**src/rtl/hft_sched_pkg.sv**
```systemverilog
// rtl/hft_sched_pkg.sv - shared types and default limits for the order execution scheduler
package hft_sched_pkg;

    typedef struct packed {
        logic [31:0] price;
        logic [31:0] qty;
        logic        side;
        logic [7:0]  reason;
    } order_t;

    typedef enum logic [1:0] {
        IDLE,
        CHECK,
        ISSUE
    } sched_state_e;

    localparam longint DEF_POS_LIMIT  = 1000000;
    localparam int     DEF_MAX_TOKENS = 8;

endpackage

```
**src/rtl/order_exec_scheduler_if.sv**
```systemverilog
// rtl/order_exec_scheduler_if.sv - engine/execution-port bundle; out_seq exists only with ORDER_SEQ_NUM_EN
interface order_exec_scheduler_if #(
    parameter int NUM_REQ = 4,
    parameter int ID_W    = 2,
    parameter int POS_W   = 40,
    parameter int TOK_W   = 4
);
    logic [NUM_REQ-1:0]    req_valid;
    logic [NUM_REQ-1:0]    req_ready;
    logic [NUM_REQ*32-1:0] req_price;
    logic [NUM_REQ*32-1:0] req_qty;
    logic [NUM_REQ-1:0]    req_side;
    logic [NUM_REQ*8-1:0]  req_reason;
    logic                  halt;
    logic                  out_valid;
    logic                  out_ready;
    logic [31:0]           out_price;
    logic [31:0]           out_qty;
    logic                  out_side;
    logic [7:0]            out_reason;
    logic [ID_W-1:0]       out_src;
    logic                  reject_valid;
    logic [ID_W-1:0]       reject_src;
    logic [POS_W-1:0]      net_position;
    logic [TOK_W-1:0]      tokens_avail;
    logic                  busy;
`ifdef ORDER_SEQ_NUM_EN
    logic [15:0]           out_seq;
`endif

    modport master (
        input  req_valid, req_price, req_qty, req_side, req_reason, halt, out_ready,
`ifdef ORDER_SEQ_NUM_EN
        output out_seq,
`endif
        output req_ready, out_valid, out_price, out_qty, out_side, out_reason, out_src,
        output reject_valid, reject_src, net_position, tokens_avail, busy
    );

    modport slave (
        output req_valid, req_price, req_qty, req_side, req_reason, halt, out_ready,
`ifdef ORDER_SEQ_NUM_EN
        input  out_seq,
`endif
        input  req_ready, out_valid, out_price, out_qty, out_side, out_reason, out_src,
        input  reject_valid, reject_src, net_position, tokens_avail, busy
    );

endinterface

```
**src/rtl/order_exec_scheduler_rr_arbiter.sv**
```systemverilog
// rtl/order_exec_scheduler_rr_arbiter.sv - rotating-priority one-hot arbiter
module rr_arbiter #(
    parameter int N  = 4,
    parameter int IW = 2
) (
    input  logic [N-1:0]  req,
    input  logic [IW-1:0] ptr,
    output logic [N-1:0]  grant,
    output logic [IW-1:0] idx,
    output logic          any
);
    logic [IW-1:0] cand;

    // Scan from the pointer upward with wrap; first hit wins.
    always_comb begin
        grant = '0;
        idx   = '0;
        any   = 1'b0;
        cand  = '0;
        for (int i = 0; i < N; i++) begin
            cand = IW'((int'(ptr) + i) % N);
            if (!any && req[cand]) begin
                any         = 1'b1;
                grant[cand] = 1'b1;
                idx         = cand;
            end
        end
    end

endmodule

```
**src/rtl/order_exec_scheduler.sv**
```systemverilog
// rtl/order_exec_scheduler.sv - round-robin order scheduler with token-bucket and position limits
// Optional sequence numbering on out_seq when ORDER_SEQ_NUM_EN is defined.
module order_exec_scheduler
    import hft_sched_pkg::*;
#(
    parameter int     NUM_REQ       = 4,
    parameter int     ID_W          = 2,
    parameter int     POS_W         = 40,
    parameter longint POS_LIMIT     = DEF_POS_LIMIT,
    parameter int     MAX_TOKENS    = DEF_MAX_TOKENS,
    parameter int     REFILL_CYCLES = 1000
) (
    input logic clk,
    input logic rst_n,
    order_exec_scheduler_if.master bus
);
    localparam int TOK_W = $clog2(MAX_TOKENS + 1);
    localparam int RC_W  = (REFILL_CYCLES > 1) ? $clog2(REFILL_CYCLES) : 1;
    localparam logic signed [POS_W:0] LIM_P = (POS_W+1)'(POS_LIMIT);
    localparam logic signed [POS_W:0] LIM_N = -LIM_P;

    sched_state_e        state, state_nxt;
    order_t              cap, win_order;
    logic [ID_W-1:0]     rr_ptr, cap_src, win_idx;
    logic [NUM_REQ-1:0]  win_grant;
    logic                win_any;
    logic [POS_W-1:0]    pos;
    logic [TOK_W-1:0]    tokens;
    logic [RC_W-1:0]     refill_cnt;
    logic signed [POS_W:0] pos_ext, qty_ext, proj;
    logic                grant_en, reject, handshake, refill_wrap;

    rr_arbiter #(.N(NUM_REQ), .IW(ID_W)) u_arb (
        .req   (bus.req_valid),
        .ptr   (rr_ptr),
        .grant (win_grant),
        .idx   (win_idx),
        .any   (win_any)
    );

    always_comb begin
        win_order = '0;
        for (int i = 0; i < NUM_REQ; i++) begin
            if (win_grant[i]) begin
                win_order = '{price:  bus.req_price[i*32 +: 32],
                              qty:    bus.req_qty[i*32 +: 32],
                              side:   bus.req_side[i],
                              reason: bus.req_reason[i*8 +: 8]};
            end
        end
    end

    assign grant_en    = (state == IDLE) && !bus.halt && (tokens != '0) && win_any;
    assign handshake   = (state == ISSUE) && bus.out_ready;
    assign refill_wrap = (refill_cnt == RC_W'(REFILL_CYCLES - 1));

    // One extra bit of headroom so the projection cannot wrap before the limit compare.
    assign pos_ext = {pos[POS_W-1], pos};
    assign qty_ext = {{(POS_W-31){1'b0}}, cap.qty};
    assign proj    = cap.side ? (pos_ext - qty_ext) : (pos_ext + qty_ext);
    assign reject  = (state == CHECK) && ((cap.qty == '0) || (proj > LIM_P) || (proj < LIM_N));

    always_comb begin
        state_nxt = state;
        case (state)
            IDLE:    if (grant_en) state_nxt = CHECK;
            CHECK:   state_nxt = reject ? IDLE : ISSUE;
            ISSUE:   if (bus.out_ready) state_nxt = IDLE;
            default: state_nxt = IDLE;
        endcase
    end

    always_ff @(posedge clk or negedge rst_n) begin
        if (!rst_n) begin
            state      <= IDLE;
            cap        <= '0;
            cap_src    <= '0;
            rr_ptr     <= '0;
            pos        <= '0;
            tokens     <= TOK_W'(MAX_TOKENS);
            refill_cnt <= '0;
        end else begin
            state      <= state_nxt;
            refill_cnt <= refill_wrap ? '0 : refill_cnt + 1'b1;
            if (grant_en) begin
                cap     <= win_order;
                cap_src <= win_idx;
                rr_ptr  <= (win_idx == ID_W'(NUM_REQ - 1)) ? '0 : win_idx + 1'b1;
            end
            if (handshake) pos <= proj[POS_W-1:0];
            // A refill landing on a consume cancels out, even when the bucket is full.
            if (handshake && !refill_wrap)
                tokens <= tokens - 1'b1;
            else if (refill_wrap && !handshake && (tokens != TOK_W'(MAX_TOKENS)))
                tokens <= tokens + 1'b1;
        end
    end

    assign bus.req_ready    = grant_en ? win_grant : '0;
    assign bus.out_valid    = (state == ISSUE);
    assign bus.out_price    = cap.price;
    assign bus.out_qty      = cap.qty;
    assign bus.out_side     = cap.side;
    assign bus.out_reason   = cap.reason;
    assign bus.out_src      = cap_src;
    assign bus.reject_valid = reject;
    assign bus.reject_src   = cap_src;
    assign bus.net_position = pos;
    assign bus.tokens_avail = tokens;
    assign bus.busy         = (state != IDLE);

`ifdef ORDER_SEQ_NUM_EN
    logic [15:0] seq;

    always_ff @(posedge clk or negedge rst_n) begin
        if (!rst_n)         seq <= '0;
        else if (handshake) seq <= seq + 16'd1;
    end

    assign bus.out_seq = seq;
`endif

endmodule

```
**src/flat_wrapper.sv**
```systemverilog
// flat-port wrapper written by rule: the top's interface ports become plain ports
module order_exec_scheduler_flat import hft_sched_pkg::*;
#(
    parameter int     NUM_REQ       = 4,
    parameter int     ID_W          = 2,
    parameter int     POS_W         = 40,
    parameter longint POS_LIMIT     = DEF_POS_LIMIT,
    parameter int     MAX_TOKENS    = DEF_MAX_TOKENS,
    parameter int     REFILL_CYCLES = 1000
)
  (clk, rst_n, bus_req_valid, bus_req_price, bus_req_qty, bus_req_side, bus_req_reason, bus_halt, bus_out_ready, bus_req_ready, bus_out_valid, bus_out_price, bus_out_qty, bus_out_side, bus_out_reason, bus_out_src, bus_reject_valid, bus_reject_src, bus_net_position, bus_tokens_avail, bus_busy);
  order_exec_scheduler_if #(.NUM_REQ(NUM_REQ), .ID_W(ID_W), .POS_W(POS_W), .TOK_W(4)) bus_i ();
  input logic clk;
  input logic rst_n;
  input wire logic [$bits(bus_i.req_valid)-1:0] bus_req_valid;
  input wire logic [$bits(bus_i.req_price)-1:0] bus_req_price;
  input wire logic [$bits(bus_i.req_qty)-1:0] bus_req_qty;
  input wire logic [$bits(bus_i.req_side)-1:0] bus_req_side;
  input wire logic [$bits(bus_i.req_reason)-1:0] bus_req_reason;
  input wire logic [$bits(bus_i.halt)-1:0] bus_halt;
  input wire logic [$bits(bus_i.out_ready)-1:0] bus_out_ready;
  output wire logic [$bits(bus_i.req_ready)-1:0] bus_req_ready;
  output wire logic [$bits(bus_i.out_valid)-1:0] bus_out_valid;
  output wire logic [$bits(bus_i.out_price)-1:0] bus_out_price;
  output wire logic [$bits(bus_i.out_qty)-1:0] bus_out_qty;
  output wire logic [$bits(bus_i.out_side)-1:0] bus_out_side;
  output wire logic [$bits(bus_i.out_reason)-1:0] bus_out_reason;
  output wire logic [$bits(bus_i.out_src)-1:0] bus_out_src;
  output wire logic [$bits(bus_i.reject_valid)-1:0] bus_reject_valid;
  output wire logic [$bits(bus_i.reject_src)-1:0] bus_reject_src;
  output wire logic [$bits(bus_i.net_position)-1:0] bus_net_position;
  output wire logic [$bits(bus_i.tokens_avail)-1:0] bus_tokens_avail;
  output wire logic [$bits(bus_i.busy)-1:0] bus_busy;
  assign bus_i.req_valid = bus_req_valid;
  assign bus_i.req_price = bus_req_price;
  assign bus_i.req_qty = bus_req_qty;
  assign bus_i.req_side = bus_req_side;
  assign bus_i.req_reason = bus_req_reason;
  assign bus_i.halt = bus_halt;
  assign bus_i.out_ready = bus_out_ready;
  assign bus_req_ready = bus_i.req_ready;
  assign bus_out_valid = bus_i.out_valid;
  assign bus_out_price = bus_i.out_price;
  assign bus_out_qty = bus_i.out_qty;
  assign bus_out_side = bus_i.out_side;
  assign bus_out_reason = bus_i.out_reason;
  assign bus_out_src = bus_i.out_src;
  assign bus_reject_valid = bus_i.reject_valid;
  assign bus_reject_src = bus_i.reject_src;
  assign bus_net_position = bus_i.net_position;
  assign bus_tokens_avail = bus_i.tokens_avail;
  assign bus_busy = bus_i.busy;
  order_exec_scheduler #(.NUM_REQ(NUM_REQ), .ID_W(ID_W), .POS_W(POS_W), .POS_LIMIT(POS_LIMIT), .MAX_TOKENS(MAX_TOKENS), .REFILL_CYCLES(REFILL_CYCLES)) u_core (.clk(clk), .rst_n(rst_n), .bus(bus_i));
endmodule
```
**config.mk**
```make
export PLATFORM = sky130hd
export DESIGN_NAME = order_exec_scheduler_flat
export DESIGN_NICKNAME = d
export VERILOG_FILES = /design/src/rtl/hft_sched_pkg.sv /design/src/rtl/order_exec_scheduler_if.sv /design/src/rtl/order_exec_scheduler_rr_arbiter.sv /design/src/rtl/order_exec_scheduler.sv /design/src/flat_wrapper.sv
export SDC_FILE = /design/constraint.sdc
export NUM_CORES = 1
export LEC_CHECK = 0
export ABC_AREA = 1
export CAP_MARGIN = 30
export CELL_PAD_IN_SITES_DETAIL_PLACEMENT = 0
export CELL_PAD_IN_SITES_GLOBAL_PLACEMENT = 2
export CORE_MARGIN = 4
export CORE_UTILIZATION = 26
export DETAILED_ROUTE_END_ITERATION = 8
export PLACE_DENSITY = 0.86
export SKIP_LAST_GASP = 1
export SYNTH_ARGS = -nofsm -noshare
export SYNTH_HDL_FRONTEND = slang
export SYNTH_HIERARCHICAL = 1
export SYNTH_SLANG_ARGS = --single-unit
```
**constraint.sdc**
```tcl
create_clock -name clk -period 12.8 [get_ports clk]
set_input_delay 3.2 -clock clk [delete_from_list [all_inputs] [get_ports clk]]
set_output_delay 3.2 -clock clk [all_outputs]
set_load 0.02 [all_outputs]
```
==> results summary <==
In the finished design, the share of the clock period the worst path needs comes to 0.718. The detailed placer's ending HPWL came out at 44,400 microns. The distinct cell type count after synthesis is 50.

The clock net in this run drives a total of 133 sinks. The peak clock frequency supported by timing came out at 109 MHz. In this run the critical register-to-register path is launched from u_core/bus.out_qty[2].

Setup repair after global routing left no endpoint under its margin. The buffer type at the clock tree root is sky130_fd_sc_hd__clkbuf_16. The layout net count came out at 2,483. The number of max-slew violations in the final report came out at 0. The overall routing resource usage is 0.224.

The first-pass GRT wire length came out at 82,700 microns. On the critical path, the stage with the largest delay is an instance of sky130_fd_sc_hd__clkdlybuf4s50_1. After detailed routing, the average wire length per cell comes to 20.3 microns. The post-synth net total came out at 2,103. The share of cells above drive strength 1 came out at 0.0560. The share of the synthesized area in the top cell type is 0.281. The number of filler instances in the final layout is 4,750. The number of cell rows is 77. The share of flip-flops with an asynchronous set or reset after synthesis is 1.00. The sequential-to-total area share from yosys stat came out at 0.283. The routed wire length is 55,700 microns. The die is 221 microns tall. The headroom to the max-slew limit came out at 0.360.

The via-per-instance ratio came out at 4.94. The number of global-route vias before repair is 13.7k. The maximum buffer depth of the clock tree is 2. The detailed router's first-iteration violation count is 759.

TritonCTS built the clock tree. The number of remaining DRC errors is 0. The slack of the worst reg-to-reg path came out at 7850 ps. The critical path starts at bus_req_valid[1].

The worst stage delay on the critical path is 610 ps. The post-CTS setup buffer count is 0. The category of the critical setup timing path is in -> out. The number of levels in the clock H-tree is 4. The core occupancy in the finished layout came out at 0.388.

The count of flip-flops with a built-in enable after synthesis is 0. The final critical delay including setup and external delays came out at 9190 ps. The cts-stage hold buffer count came out at 0. Setup violations remaining at the end of the flow were counted as 0. STA puts the critical path data arrival time at 5990 ps. The growth of design area from synthesis to finish came out at 46.5%. The average cell area after synthesis came out at 6.72 sq um. The signal on the critical path passes through clkdlybuf4s50_1 -> inv_1 -> nand2_1 -> nand3_2 -> nand2_4 -> nor2_1 -> a21oi_1 -> nand3_4 -> buf_12 -> inv_2 -> nor2_1 -> clkdlybuf4s50_1. The cell count of the worst hold path is 1.

The x dimension of the die is 221 microns. The number of detailed-routing iterations run before antenna repair came out at 5. The I/O pin total came out at 428. The cell area that synthesis handed to floorplanning was 11,800 sq um. The cell count along the critical path is 12. The count of endpoints failing hold in the final timing report came out at 0.

For the worst setup path, the data required time is 9600 ps. The slew of the pin with the lowest slew margin is 960 ps. Among all flip-flop cells after synthesis, the most frequent one is sky130_fd_sc_hd__dfrtp_1. The startpoint kind of the worst setup timing path is a primary input. The effective utilization at floorplan is 0.264. The sum of negative setup slack is 0 ps. The number of resized instances in the post-cts repair step is 0.

The worst setup path is captured at an output pin. The maximum number of pins on one net before global-route repair came out at 85. The count of buffering cells on the critical path with inverters included came out at 5. The count of synthesis-stage warnings from yosys came out at 6. Summing over every cut layer, the via total after detailed routing is 13.5k. The post-route clock skew came out at 12.9 ps. The kind of cell with the highest combined delay along the critical path is buffers and inverters.

The capture point of the critical path is bus_req_ready[3]. The run finished with clean final reports. The end of the worst register-to-register path is u_core/state[1]. Summed over all instances, the cell type with the most area after synthesis is sky130_fd_sc_hd__dfrtp_1. The clock edge transition at the registers on the reported setup and hold paths came out at 70 ps.

The number of input and output port buffers inserted is 427. The residual overflow from global routing came out at 0. The clock reaches the later pin of the worst-skew pair after 460 ps. The most repeated cell in the gate-level netlist after synthesis is sky130_fd_sc_hd__nand2_1. In this run the worst hold path is classified as reg -> reg.

In the synthesized netlist, the cells that appear most often are sky130_fd_sc_hd__nand2_1 (450), sky130_fd_sc_hd__inv_1 (215), sky130_fd_sc_hd__a21oi_1 (182), sky130_fd_sc_hd__nor2_1 (162), sky130_fd_sc_hd__dfrtp_1 (132). The area of the die is 48,700 sq um. The tool flagged a number of max-cap violations equal to 0. The number of routed nets with antenna violations came out at 0.

By area the synthesized netlist is led by sky130_fd_sc_hd__dfrtp_1 (28%), sky130_fd_sc_hd__nand2_1 (14%), sky130_fd_sc_hd__a21oi_1 (7.7%), sky130_fd_sc_hd__inv_1 (6.9%), sky130_fd_sc_hd__a221o_1 (6.2%). The number of antenna violations at the first check in global routing is 14. In the synthesized netlist, the number of instances is 1,751. The number of cells on the worst reg-to-reg path is 27.

In this run, synthesis produced a sequential element count of 133. The core area came out at 44,500 sq um. The number of buffers created by CTS is 17. The maximum fanout encountered on the critical timing path is 42. The weighted congestion at the end of routability-driven global placement is 0.927.
==> state kept, by name, indices dropped and copies added (netlist names), 4 cells and up <==
register,count
u_core/refill_cnt,10
u_core/bus.net_position,40
u_core/bus.out_price,32
u_core/bus.tokens_avail,4
u_core/bus.out_reason,8
u_core/bus.out_qty,32
==> per-layer routing <==
layer,global-route usage,vias to the layer above,routed length [microns]
met2,0.402,332,28400
met1,0.264,6448,22700
met3,0.0607,59,3420
met4,0.0570,18,1120
met5,0,-,115
li1,-,6688,-
==> placed cells by master (no fill, tap or decap), drive strengths merged, types with 19 or more instances in the layout <==
| cell | n |
|---|---|
| nor2 | 175 |
| dfrtp | 132 |
| nand4 | 23 |
| xor2 | 29 |
| clkdlybuf4s50 | 426 |
| nand3 | 84 |
| o211ai | 73 |
| o21ai | 55 |
| a221o | 73 |
| a21oi | 184 |
| ha | 50 |
| a22oi | 19 |
| inv | 228 |
| nand2 | 482 |
==> stage by stage <==
stage | instance area [sq um] | std cells | hold slack, ps | setup slack, ps
2_1_floorplan | 11800 | 1751 | 433 | 4730
3_3_place_gp | 16600 | 2701 | 443 | 3460
3_5_place_dp | 16700 | 2703 | 449 | 3520
4_1_cts | 17200 | 2735 | 460 | 3520
5_1_grt | 17200 | 2740 | 496 | 3270
6_report | 17300 | 2742 | 458 | 3610
==> layout make-up <==
cell class	instances	area [sq um]	share of cell area
Multi-Input combinational cell	1321	7370	0.427
Sequential cell	133	3330	0.193
Tap cell	592	741	0.0429
Clock inverter	15	135	0.00783
Timing Repair Buffer	440	4420	0.256
Antenna cell	6	15.0	0.000870
Inverter	218	818	0.0474
Clock buffer	17	425	0.0247
==> logic make-up after synthesis <==
logic type,share of synthesized area
AO/OA/AOI/OAI,0.241
flip-flops,0.283
AND/OR/NAND/NOR,0.293
XOR/XNOR,0.0305
buffers and inverters,0.0960
adder cells (fa/ha/maj),0.0565
==> how the worst min path moves through the flow <==
stage,from,slack [ps],endpoint
after global routing,u_core/refill_cnt[0],500,u_core/refill_cnt[0]
after detailed placement,u_core/refill_cnt[0],450,u_core/refill_cnt[0]
after CTS,u_core/refill_cnt[0],460,u_core/refill_cnt[0]
after floorplan,u_core/refill_cnt[0],430,u_core/refill_cnt[0]
after global placement,u_core/refill_cnt[0],440,u_core/refill_cnt[0]
final,u_core/refill_cnt[0],460,u_core/refill_cnt[0]
Power is left out: the tool's default activity adds up to more than one toggle a clock period on the data nets, which glitch-free logic cannot reach.
